$ cat config.mk
export PLATFORM = sky130hd
export DESIGN_NAME = o_delay_tap_ctrl
export DESIGN_NICKNAME = d
export VERILOG_FILES = /design/src/rtl/o_delay_tap_ctrl.sv
export SDC_FILE = /design/constraint.sdc
export NUM_CORES = 1
export LEC_CHECK = 0
export ABC_AREA = 1
export CAP_MARGIN = 40
export CORE_ASPECT_RATIO = 0.7
export CORE_UTILIZATION = 40
export CTS_CLUSTER_DIAMETER = 50
export DETAILED_ROUTE_END_ITERATION = 10
export DONT_BUFFER_PORTS = 1
export PLACE_DENSITY = 0.61
export REMOVE_ABC_BUFFERS = 1
export SYNTH_ARGS = -nofsm -noshare
export SYNTH_HDL_FRONTEND = slang
export SYNTH_SLANG_ARGS = --single-unit
$ cat constraint.sdc
create_clock -name clk_in_i -period 1.5 [get_ports clk_in_i]
set_input_delay 0.45 -clock clk_in_i [delete_from_list [all_inputs] [get_ports clk_in_i]]
set_output_delay 0.45 -clock clk_in_i [all_outputs]
set_load 0.02 [all_outputs]
$ cat src/rtl/o_delay_tap_ctrl.sv
// rtl/o_delay_tap_ctrl.sv - paced DLY_ADJ/DLY_LOAD sequencer with tap readback for O_DELAY
module o_delay_tap_ctrl #(
  parameter int SETTLE_CYCLES = 4,
  parameter int MAX_STEPS     = 64
) (
  input  logic       clk_in_i,
  input  logic       rst_n_i,
  input  logic [5:0] target_tap_i,
  input  logic       target_valid_i,
  input  logic       load_req_i,
  output logic       busy_o,
  output logic       done_o,
  output logic       err_o,
  output logic [6:0] step_count_o,
  output logic       dly_load_o,
  output logic       dly_adj_o,
  output logic       dly_incdec_o,
  input  logic [5:0] dly_tap_value_i
);

  // Out-of-range settle time would break the pulse spacing; out-of-range step
  // limit would not fit the step counter.
  generate
    if (SETTLE_CYCLES < 2 || SETTLE_CYCLES > 15) begin : g_bad_settle
      $fatal(1, "o_delay_tap_ctrl: SETTLE_CYCLES must be 2..15");
    end
    if (MAX_STEPS < 1 || MAX_STEPS > 127) begin : g_bad_steps
      $fatal(1, "o_delay_tap_ctrl: MAX_STEPS must be 1..127");
    end
  endgenerate

  localparam logic [3:0] SETTLE_INIT = 4'(SETTLE_CYCLES);
  localparam logic [6:0] STEP_LIMIT  = 7'(MAX_STEPS);

  typedef enum logic [2:0] {
    S_IDLE  = 3'd0,
    S_CHECK = 3'd1,
    S_ADJ   = 3'd2,
    S_WAIT  = 3'd3,
    S_LOAD  = 3'd4,
    S_LWAIT = 3'd5
  } state_t;

  state_t     state_q;
  logic [5:0] target_q;
  logic [3:0] settle_q;
  logic       busy_q;
  logic       done_q;
  logic       err_q;
  logic [6:0] step_count_q;
  logic       dly_load_q;
  logic       dly_adj_q;
  logic       dly_incdec_q;

  // Sequencer: every output is a flop so the O_DELAY control pins never glitch.
  // DLY_ADJ/DLY_LOAD/DONE default low each cycle, which makes them single-cycle pulses.
  always_ff @(posedge clk_in_i or negedge rst_n_i) begin
    if (!rst_n_i) begin
      state_q      <= S_IDLE;
      target_q     <= '0;
      settle_q     <= '0;
      busy_q       <= 1'b0;
      done_q       <= 1'b0;
      err_q        <= 1'b0;
      step_count_q <= '0;
      dly_load_q   <= 1'b0;
      dly_adj_q    <= 1'b0;
      dly_incdec_q <= 1'b0;
    end else begin
      done_q     <= 1'b0;
      dly_adj_q  <= 1'b0;
      dly_load_q <= 1'b0;
      case (state_q)
        S_IDLE: begin
          if (load_req_i) begin
            state_q      <= S_LOAD;
            dly_load_q   <= 1'b1;
            busy_q       <= 1'b1;
            err_q        <= 1'b0;
            step_count_q <= '0;
          end else if (target_valid_i) begin
            state_q      <= S_CHECK;
            target_q     <= target_tap_i;
            busy_q       <= 1'b1;
            err_q        <= 1'b0;
            step_count_q <= '0;
          end
        end
        S_CHECK: begin
          if (dly_tap_value_i == target_q) begin
            state_q <= S_IDLE;
            done_q  <= 1'b1;
            busy_q  <= 1'b0;
          end else if (step_count_q == STEP_LIMIT) begin
            state_q <= S_IDLE;
            err_q   <= 1'b1;
            busy_q  <= 1'b0;
          end else begin
            // Direction is fixed here and held through ADJ and WAIT so it is
            // stable when O_DELAY samples it after the pulse edge.
            state_q      <= S_ADJ;
            dly_incdec_q <= (target_q > dly_tap_value_i);
            dly_adj_q    <= 1'b1;
            step_count_q <= step_count_q + 7'd1;
          end
        end
        S_ADJ: begin
          state_q  <= S_WAIT;
          settle_q <= SETTLE_INIT;
        end
        S_WAIT: begin
          if (settle_q == 4'd1) begin
            state_q  <= S_CHECK;
            settle_q <= '0;
          end else begin
            settle_q <= settle_q - 4'd1;
          end
        end
        S_LOAD: begin
          state_q  <= S_LWAIT;
          settle_q <= SETTLE_INIT;
        end
        S_LWAIT: begin
          if (settle_q == 4'd1) begin
            state_q  <= S_IDLE;
            settle_q <= '0;
            done_q   <= 1'b1;
            busy_q   <= 1'b0;
          end else begin
            settle_q <= settle_q - 4'd1;
          end
        end
        default: begin
          state_q <= S_IDLE;
          busy_q  <= 1'b0;
        end
      endcase
    end
  end

  assign busy_o       = busy_q;
  assign done_o       = done_q;
  assign err_o        = err_q;
  assign step_count_o = step_count_q;
  assign dly_load_o   = dly_load_q;
  assign dly_adj_o    = dly_adj_q;
  assign dly_incdec_o = dly_incdec_q;

endmodule

==> reports/summary.txt, run 1 <==
Fraction of layout instances using a drive strength above 1: 22.3%
Core Area: 3600 µm²
Clock Latency Late Sink: 0.27 ns
Synth Area in Adders: 8.14%
Setup TNS: 0 ns
Min Tclk post-route: 1.45 ns
CTS Sinks: 26
Synth top area cells: dfrtp_1 (42%), nand2_1 (13%), ha_1 (8.1%), nand3_1 (6.8%), inv_1 (6.6%)
# fillers: 362
CP peak stage delay: 0.43 ns
Simple-Gate Fraction of Synth Area: 34.0%
Design area: 1860 µm²
Core Rows: 18
Largest family of logic cells by synthesized area: simple AND/OR/NAND/NOR gates
Total number of vias: 1234
Placer Congestion: 0.771
RR Startpoint: target_q[5]
Routed len/inst: 11.8 µm
Post-layout total power: 3.22 mW
Layout Cells excl Fill: 265
R2R depth: 9
Cell count after synthesis: 196
DRC: 0
Worst-path fanout max: 8
Post-DRT Antenna Nets: 0
WHS Endpoint: target_q[5]
Initial DRC count: 73
CP bufs+invs: 0
Worst hold-check path type: in2reg
Crit path DAT: 1.66 ns
Multiplexer area fraction after synthesis: 0%
H-tree levels: 1
Placed cell areas: 1670 µm²
Vias in the first global route: 1080
Endpoints failing setup: 0
Worst relative slew slack: 82.4%
Worst hold path depth: 2
Most used cell, CP: nand2_4
Slowest-stage cell, CP: dfrtp_1
Placed wire-length estimate: 2390 µm
Chip height: 53.9 µm
Synth Area in Compound Gates: 6.35%
GRT Total Usage: 16.7%
Post-Place Cells: 255
Grt ovf: 0
Critical path required time: 1.71 ns
Ant. Diodes: 0
Hold_sp: target_tap_i[5]
Total Wirelength: 3120 µm
Critical path class: reg2reg
Pre-antenna DRT Iters: 4
Setup Skew: 0.00506 ns
Post-synth cell types: 24
Status: complete, no violations
Critical path depth: 9
Initial antenna violation count: 0
Nets: 242
Post-synthesis xor/xnor area fraction: 1.14%
Final core utilization: 51.6%
Worst R2R Setup Slack: 0.05 ns
P_leak: 0.996 nW
Period utilisation layout: 96.8%
Slew @ Worst Pin: 0.264 ns
Clock root buffer: clkbuf_8
Initial core utilization: 42.6%
Place WS: -0.140 ns
Mapped Area: 1540 µm²
Ports: 29
Reg2reg end: step_count_o[2]
RSZ-0062 raised after global routing: yes
Die width: 76.1 µm
Most frequent cells in the layout: nand2_1 (49), inv_1 (27), dfrtp_1 (26)
Endpoint class of the critical path: flip-flop
Top cell type by total area after synthesis: dfrtp_1
Fin. max-slew vios: 0
Via-to-Cell Ratio: 4.66
Port bufs: 0
Avg Inst Size Synth: 7.84 µm²
PwrDens: 1730 nW/µm²
Clock-pin slew on the worst setup and hold paths: 0.09 ns
Critical path's top delay family: simple AND/OR/NAND/NOR gates
Yosys reg bits: 26
Startpoint types: flip-flop
Max clock buf depth: 2
Largest net degree at the start of global routing: 27
First-pass GRT wire length: 5160 µm
Register area share after synthesis: 42.3%
TritonCTS Buffers: 3
Cell breakdown of the critical path: ha_4 -> nand2_4 -> nor2_4 -> nand2_4 -> nor2_4 -> nor2_8 -> nand2_4 -> nand2_2 -> nand2_2
Max Clk Rate: 689 MHz
Area delta synth->final: 21.1%
Die ar.: 4100 µm²
VDD IR max: 0.000855 V
Final WS setup: 0.0485 ns
Hold WS: 0.310 ns
Yosys warnings: 0
Max-cap viol count: 0
Final Hold Viols: 0
CTS tree: built
Most common cell after layout, fill and taps aside: nand2_1
Top cell type's share of synthesized area: 42.3%
## Yosys cell counts
cell type   n
nor3_1      1
o21ai_0     5
o21ai_1     3
xnor2_1     1
ha_1       10
o22ai_1     2
nand2_4     2
inv_1      27
nor2_2      4
a21oi_1     3
nand4_1     1
inv_2       6
nand2_1    55
o21bai_1    2
nor2_1     16
nor2_4      4
nand3_2     2
dfrtp_1    26
nor2_8      1
nand2_2     1
xor2_1      1
o21a_1      1
o211ai_1    1
nand3_1    21
## registers in the layout (all words and copies together), names as in the netlist
register / count
step_count_o: 7
state_q: 3
dly_adj_o: 1
dly_load_o: 1
settle_q: 4
busy_o: 1
err_o: 1
done_o: 1
target_q: 6
dly_incdec_o: 1
## report_power, final
part,switching [mW],internal [mW]
clock,0.222,0.357
sequential,0.230,0.920
combinational,0.902,0.587
## metal layers
metal | global-route usage [%] | up-vias | wire length, µm
li1 | - | 648 | -
met4 | 1.92 | 0 | 12
met3 | 5.08 | 2 | 145
met1 | 25.3 | 558 | 1770
met2 | 23.6 | 26 | 1190
met5 | 0 | - | 0
## how the worst max path moves through the flow
stage / start / to
4_1_cts: target_q[5] / step_count_o[2]
2_1_floorplan: dly_tap_value_i[5] / step_count_o[0]
5_1_grt: target_q[5] / step_count_o[2]
3_5_place_dp: dly_tap_value_i[5] / step_count_o[5]
6_report: target_q[5] / step_count_o[2]
3_3_place_gp: dly_tap_value_i[5] / step_count_o[2]
## logic make-up after synthesis
group                    count (synthesis)
AO/OA/AOI/OAI                           17
XOR/XNOR                                 2
adder cells (fa/ha/maj)                 10
buffers and inverters                   33
flip-flops                              26
AND/OR/NAND/NOR                        108
## what timing repair did
action / 4_1_cts / 5_1_grt
pin swaps: 5 / 11
hold endpoints to repair: 26 / 0
buffers inserted: 2 / 2
gates resized for setup: 6 / 9
hold buffers: 2 / 0
setup endpoints to repair: 10 / 11
## cell type report
class / instances / area [µm²] / area share (%)
clock buffers: 3 / 41.3 / 2.22
well taps: 50 / 62.6 / 3.36
repair buffers: 15 / 128 / 6.86
multi-input cells: 137 / 825 / 44.3
inverters: 33 / 124 / 6.66
clock inverters: 1 / 30.0 / 1.61
flip-flops and latches: 26 / 651 / 35.0
## worst register-to-register path: stages (launching register included)
cell and delay (ns):
dfrtp_1 0.43, ha_4 0.30, nand2_4 0.05, nor2_4 0.10, nand2_4 0.08, nor2_4 0.14
nor2_8 0.06, nand2_4 0.11, nand2_2 0.06, nand2_2 0.06
(Power assumes the default switching activity.)
==> inputs of run 2 (changes only) <==
==> constraint.sdc (replaced) <==
create_clock -name clk_in_i -period 1.55 [get_ports clk_in_i]
set_input_delay 0.465 -clock clk_in_i [delete_from_list [all_inputs] [get_ports clk_in_i]]
set_output_delay 0.465 -clock clk_in_i [all_outputs]
set_load 0.02 [all_outputs]
==> run 2 against run 1 <==
  * Clock skew is 0.00075 ns lower
  * Global-route usage is 0.40 points lower
  * Clock power is 2% lower
  * Cell count is 1.1% lower
  * Via count is 0.65% higher
  * Die area stayed put
  * Largest cell class unchanged
  * Highest routed layer unchanged
==> reports/summary.txt, run 2 (synthesized netlist as in run 1, its figures left out) <==
Total Wirelength: 3130 µm (+0.45%)
Pre-antenna DRT Iters: 4 (unchanged)
CP endpoint: step_count_o[6]
Most frequent cells in the layout: nand2_1 (47), inv_1 (27), dfrtp_1 (26)
Initial antenna violation count: 0 (unchanged)
Worst hold-check path type: in2reg
Slew @ Worst Pin: 0.279 ns (+0.0150 ns)
Post-DRT Antenna Nets: 0 (unchanged)
Cell breakdown of the critical path: ha_4 -> nand2_4 -> nor2_4 -> nand2_4 -> nor2_4 -> nor2_8 -> nand2_4 -> nand2_2 -> nand2_2
Startpoint types: flip-flop
Area delta synth->final: 20.8%
R2R depth: 9 (unchanged)
Hold_sp: target_tap_i[2]
Worst-path fanout max: 8 (unchanged)
Slowest-stage cell, CP: dfrtp_1
Via-to-Cell Ratio: 4.74 (+1.8%)
DRC: 0 (unchanged)
Place WS: -0.101 ns (+0.0385 ns)
TritonCTS Buffers: 3 (unchanged)
P_leak: 0.981 nW (-1.5%)
Critical path class: reg2reg
Die ar.: 4100 µm² (unchanged)
Core Rows: 18 (unchanged)
Ant. Diodes: 0 (unchanged)
First-pass GRT wire length: 5060 µm (-1.9%)
Final core utilization: 51.5% (-0.14 points)
VDD IR max: 0.000818 V (-4.3%)
Nets: 239 (-1.2%)
Reg2reg end: step_count_o[6]
Period utilisation layout: 97.5% (+0.69 points)
Status: complete, no violations
RR Startpoint: target_q[5]
Max clock buf depth: 2 (unchanged)
Crit path DAT: 1.73 ns (+0.07 ns)
RSZ-0062 raised after global routing: yes
Ports: 29 (unchanged)
Die width: 76.1 µm (unchanged)
Initial DRC count: 48 (-34%)
Endpoints failing setup: 0 (unchanged)
Endpoint class of the critical path: flip-flop
Placer Congestion: 0.780 (+1.1%)
Min Tclk post-route: 1.51 ns (+0.0590 ns)
Fraction of layout instances using a drive strength above 1: 22.6% (+0.32 points)
Routed len/inst: 12.0 µm (+1.6%)
Vias in the first global route: 1086 (+0.56%)
PwrDens: 1670 nW/µm² (-3.7%)
H-tree levels: 1 (unchanged)
Total number of vias: 1242 (+0.65%)
GRT Total Usage: 16.3% (-0.40 points)
Worst Setup SP: target_q[5]
Largest net degree at the start of global routing: 27 (unchanged)
Worst relative slew slack: 81.4% (-1.0 points)
Clock-pin slew on the worst setup and hold paths: 0.10 ns (about the same)
Placed wire-length estimate: 2300 µm (-3.5%)
Port bufs: 0 (unchanged)
Max FFs per register: 7 (unchanged)
Hold WS: 0.324 ns (+0.0143 ns)
Core Area: 3600 µm² (unchanged)
Max-cap viol count: 0 (unchanged)
Final WS setup: 0.0395 ns (-0.00901 ns)
Max Clk Rate: 662 MHz (-3.9%)
Clock Latency Late Sink: 0.27 ns (about the same)
Critical path required time: 1.77 ns (+0.06 ns)
Fin. max-slew vios: 0 (unchanged)
Post-layout total power: 3.09 mW (-4.0%)
CP peak stage delay: 0.42 ns (about the same)
Initial core utilization: 42.6% (unchanged)
Clock root buffer: clkbuf_8
Chip height: 53.9 µm (unchanged)
CTS Sinks: 26 (unchanged)
Grt ovf: 0 (unchanged)
Most common cell after layout, fill and taps aside: nand2_1
Setup Skew: 0.00431 ns (-0.000753 ns)
Worst R2R Setup Slack: 0.04 ns (about the same)
# fillers: 347 (-4.1%)
CTS tree: built
Final Hold Viols: 0 (unchanged)
Most used cell, CP: nand2_4
run 2: cell types whose count changed in the layout (fill, tap and decap cells not counted), moves of 2 or more:
cell,delta
buf_4,-3
nand2_1,-2
nand2_2,+2
o21ai_0,+2
o21ai_1,-2
run 2: through the flow:
step	instances	area, µm²	TNS, ns
2_1_floorplan	196	1540	0
3_3_place_gp	255	1670	-0.471
3_5_place_dp	255	1670	-0.893
4_1_cts	261	1770	0
5_1_grt	262	1860	-0.287
6_report	262	1860	0
run 2: area by class of cell:
cell class / instances / area (µm²) / area share (%)
clock buffer: 3 / 41.3 / 2.23
clock inverter: 1 / 30.0 / 1.62
inverter: 33 / 124 / 6.68
multi-input combinational: 137 / 842 / 45.4
sequential: 26 / 651 / 35.1
tap: 50 / 62.6 / 3.37
timing repair buffer: 12 / 105 / 5.66
run 2: how the worst min path moves through the flow:
stage	endpoint	cells after the start
after CTS	target_q[2]	2
after detailed placement	step_count_o[5]	0
final	target_q[2]	2
after global placement	step_count_o[5]	0
after global routing	target_q[4]	2
after floorplan	busy_o	0
run 2: timing repair:
item                                    in CTS  in global routing
hold endpoints to repair                    26                  0
pin swaps                                    0                  9
resized for setup                            1                 15
endpoints found under the setup margin       4                 10
buffers inserted                             0                  1
hold buffers                                 2                  0
run 2: report_power, final:
group	switching [mW]	internal (mW)
registers	0.225	0.890
logic	0.864	0.542
clock network	0.224	0.346
run 2: critical path, delay by kind of cell, from the launching register on:
family / cells / cell delay, ns
adder cells (fa/ha/maj): 1 / 0.29
AND/OR/NAND/NOR: 8 / 0.74
flip-flops: 1 / 0.42
run 2: metal layers:
layer	wire [µm]	track usage, %	share of wire (%)
met5	0	0	0
met2	1230	22.3	39
met1	1750	24.8	56
met3	142	5.08	4.5
met4	14	2.88	0.45
==> inputs of run 3 (changes only) <==
--- a/config.mk
+++ b/config.mk
@@ -12,6 +12,7 @@
 export CTS_CLUSTER_DIAMETER = 50
 export DETAILED_ROUTE_END_ITERATION = 10
 export DONT_BUFFER_PORTS = 1
+export GPL_ROUTABILITY_DRIVEN = 0
 export PLACE_DENSITY = 0.61
 export REMOVE_ABC_BUFFERS = 1
 export SYNTH_ARGS = -nofsm -noshare
==> constraint.sdc (replaced) <==
create_clock -name clk_in_i -period 1.41 [get_ports clk_in_i]
set_input_delay 0.423 -clock clk_in_i [delete_from_list [all_inputs] [get_ports clk_in_i]]
set_output_delay 0.423 -clock clk_in_i [all_outputs]
set_load 0.02 [all_outputs]
==> run 3 against run 2 <==
  * The run now ends with negative setup slack left
  * Clock skew decreased by 0.0019 ns
  * Cell count increased by 2.7%
  * Flip-flop and latch count unchanged
  * Wire length increased by 7.9%
  * Die area unchanged
  * First-iteration DRC count increased by 110%
  * Clock power increased by 8.1%
  * Critical endpoint is now step_count_o[3]
  * Largest cell class unchanged
  * Highest routed layer unchanged
==> reports/summary.txt, run 3 (synthesized netlist as in run 1, its figures left out) <==
Critical path's top delay family: simple AND/OR/NAND/NOR gates
Endpoints failing setup: 10 (+10)
Endpoint class of the critical path: flip-flop
Grt ovf: 0 (unchanged)
Clock-pin slew on the worst setup and hold paths: 0.09 ns (about the same)
Cell breakdown of the critical path: ha_4 -> nand2_4 -> nor2_4 -> nand2_4 -> nor2_4 -> nor2_8 -> nand2_8 -> nand2_2 -> nand2_2
GRT Total Usage: 17.0% (+0.73 points)
Ant. Diodes: 0 (unchanged)
Total Wirelength: 3380 µm (+7.9%)
Sequential cell area: 651 µm² (unchanged)
Final WS setup: -0.0759 ns (-0.115 ns)
Max-cap viol count: 0 (unchanged)
Critical path class: reg2reg
Via-to-Cell Ratio: 4.71 (-0.72%)
Ports: 29 (unchanged)
Setup TNS: -0.519 ns (-0.519 ns)
Core Rows: 18 (unchanged)
Die ar.: 4100 µm² (unchanged)
Crit path DAT: 1.70 ns (-0.03 ns)
Initial antenna violation count: 0 (unchanged)
Total number of vias: 1266 (+1.9%)
Setup Skew: 0.00238 ns (-0.00192 ns)
DRC: 0 (unchanged)
TritonCTS Buffers: 3 (unchanged)
Max FFs per register: 7 (unchanged)
Final Hold Viols: 0 (unchanged)
Critical path required time: 1.62 ns (-0.15 ns)
Fin. max-slew vios: 0 (unchanged)
Fraction of layout instances using a drive strength above 1: 30.1% (+7.5 points)
Placed wire-length estimate: 2390 µm (+3.7%)
Chip height: 53.9 µm (unchanged)
Clock Latency Late Sink: 0.27 ns (about the same)
Failing checks: negative setup slack
Vias in the first global route: 1131 (+4.1%)
Nets: 246 (+2.9%)
Multi-input logic area: 887 µm² (+5.3%)
Period utilisation layout: 105% (+7.9 points)
Layout Cells excl Fill: 269 (+2.7%)
Met2 Track Usage GR: 25.8% (+3.5 points)
CTS Sinks: 26 (unchanged)
Worst relative slew slack: 82.5% (+1.1 points)
Clock root buffer: clkbuf_8
RSZ-0062 raised after global routing: yes
Pre-antenna DRT Iters: 4 (unchanged)
Worst-path fanout max: 8 (unchanged)
Most common cell after layout, fill and taps aside: nand2_1
Port bufs: 0 (unchanged)
VDD IR max: 0.000958 V (+17%)
P_leak: 1.02 nW (+3.8%)
Worst hold-check path type: in2reg
Startpoint types: flip-flop
Post-Place Cells: 259 (+1.6%)
Core Area: 3600 µm² (unchanged)
Largest net degree at the start of global routing: 27 (unchanged)
Slew @ Worst Pin: 0.262 ns (-0.0165 ns)
Place WS: -0.177 ns (-0.0754 ns)
Slowest-stage cell, CP: dfrtp_1
PwrDens: 1830 nW/µm² (+10%)
CTS tree: built
Initial DRC count: 100 (+110%)
Area delta synth->final: 27.4%
Met1 Use GR: 23.6% (-1.3 points)
Post-DRT Antenna Nets: 0 (unchanged)
Max clock buf depth: 2 (unchanged)
Initial core utilization: 42.6% (unchanged)
# fillers: 333 (-4.0%)
Die width: 76.1 µm (unchanged)
GRT Max-Usage Layer: met2
Max Clk Rate: 673 MHz (+1.7%)
H-tree levels: 1 (unchanged)
Min Tclk post-route: 1.49 ns (-0.0246 ns)
Most frequent cells in the layout: nand2_1 (41), dfrtp_1 (26), inv_1 (25)
Met3 Use GR: 5.42% (+0.34 points)
CP peak stage delay: 0.43 ns (about the same)
CP bufs+invs: 0 (unchanged)
First-pass GRT wire length: 5230 µm (+3.3%)
Routed len/inst: 12.6 µm (+5.0%)
Status: finished, violations left
-- run 3: cell count changes in the layout (fill, tap and decap cells not counted), sizes merged --
cell / previous run / this run
buf: 11 / 18
-- run 3: report_power, final --
part           internal [mW]  leakage [nW]  total [mW]  switching [mW]
combinational          0.704         0.648        1.73            1.03
sequential             0.979         0.335        1.24           0.259
clock                  0.380        0.0357       0.615           0.235
total                   2.06          1.02        3.59            1.52
-- run 3: timing repair --
item | 4_1_cts | 5_1_grt
pin swaps | 2 | 9
endpoints found under the hold margin | 26 | 0
cloned | 0 | 0
hold buffers | 2 | 0
gates resized for setup | 3 | 28
setup buffers | 0 | 4
setup endpoints to repair | 11 | 13
-- run 3: worst register-to-register path, stage by stage, from the launching register on --
cell and delay (ns):
dfrtp_1 0.43, ha_4 0.30, nand2_4 0.06, nor2_4 0.13, nand2_4 0.08, nor2_4 0.14
nor2_8 0.08, nand2_8 0.09, nand2_2 0.06, nand2_2 0.06
-- run 3: layout make-up --
cell class | count | area share [%]
Sequential cell | 26 | 33.2
Multi-Input combinational cell | 137 | 45.3
Clock buffer | 3 | 2.11
Tap cell | 50 | 3.20
Timing Repair Buffer | 19 | 8.25
Clock inverter | 1 | 1.53
Inverter | 33 | 6.33
-- run 3: path summary, 6_finish.rpt --
| path | from | slack (ns) | end | depth (start not counted) |
|---|---|---|---|---|
| worst max register to register | target_q[5] | -0.08 | step_count_o[3] | 9 |
| worst min-delay path | target_tap_i[2] | 0.28 | target_q[2] | 2 |
| worst min register to register | settle_q[0] | 0.52 | settle_q[0] | 1 |
| max in group asynchronous | rst_n_i | 0.69 | state_q[2] | 2 |
| min in group asynchronous | rst_n_i | 0.57 | dly_adj_o | 2 |
| worst max-delay path | target_q[5] | -0.08 | step_count_o[3] | 9 |
-- run 3: per-layer routing --
| layer | part of all wire (%) | up-vias |
|---|---|---|
| met2 | 42 | 26 |
| met1 | 52 | 572 |
| met3 | 5.0 | 2 |
| li1 | - | 666 |
| met4 | 0.98 | 0 |
| met5 | 0 | - |
-- run 3: through the flow --
step	hold slack (ns)	area (µm²)	utilization, %	power (mW)
finish	0.283	1960	54.3	3.59
global route	0.280	1960	54.3	3.90
CTS	0.281	1820	50.4	3.32
detailed placement	0.128	1700	47.1	2.65
global placement	0.128	1700	47.1	2.63
floorplan	0.127	1540	-	2.29
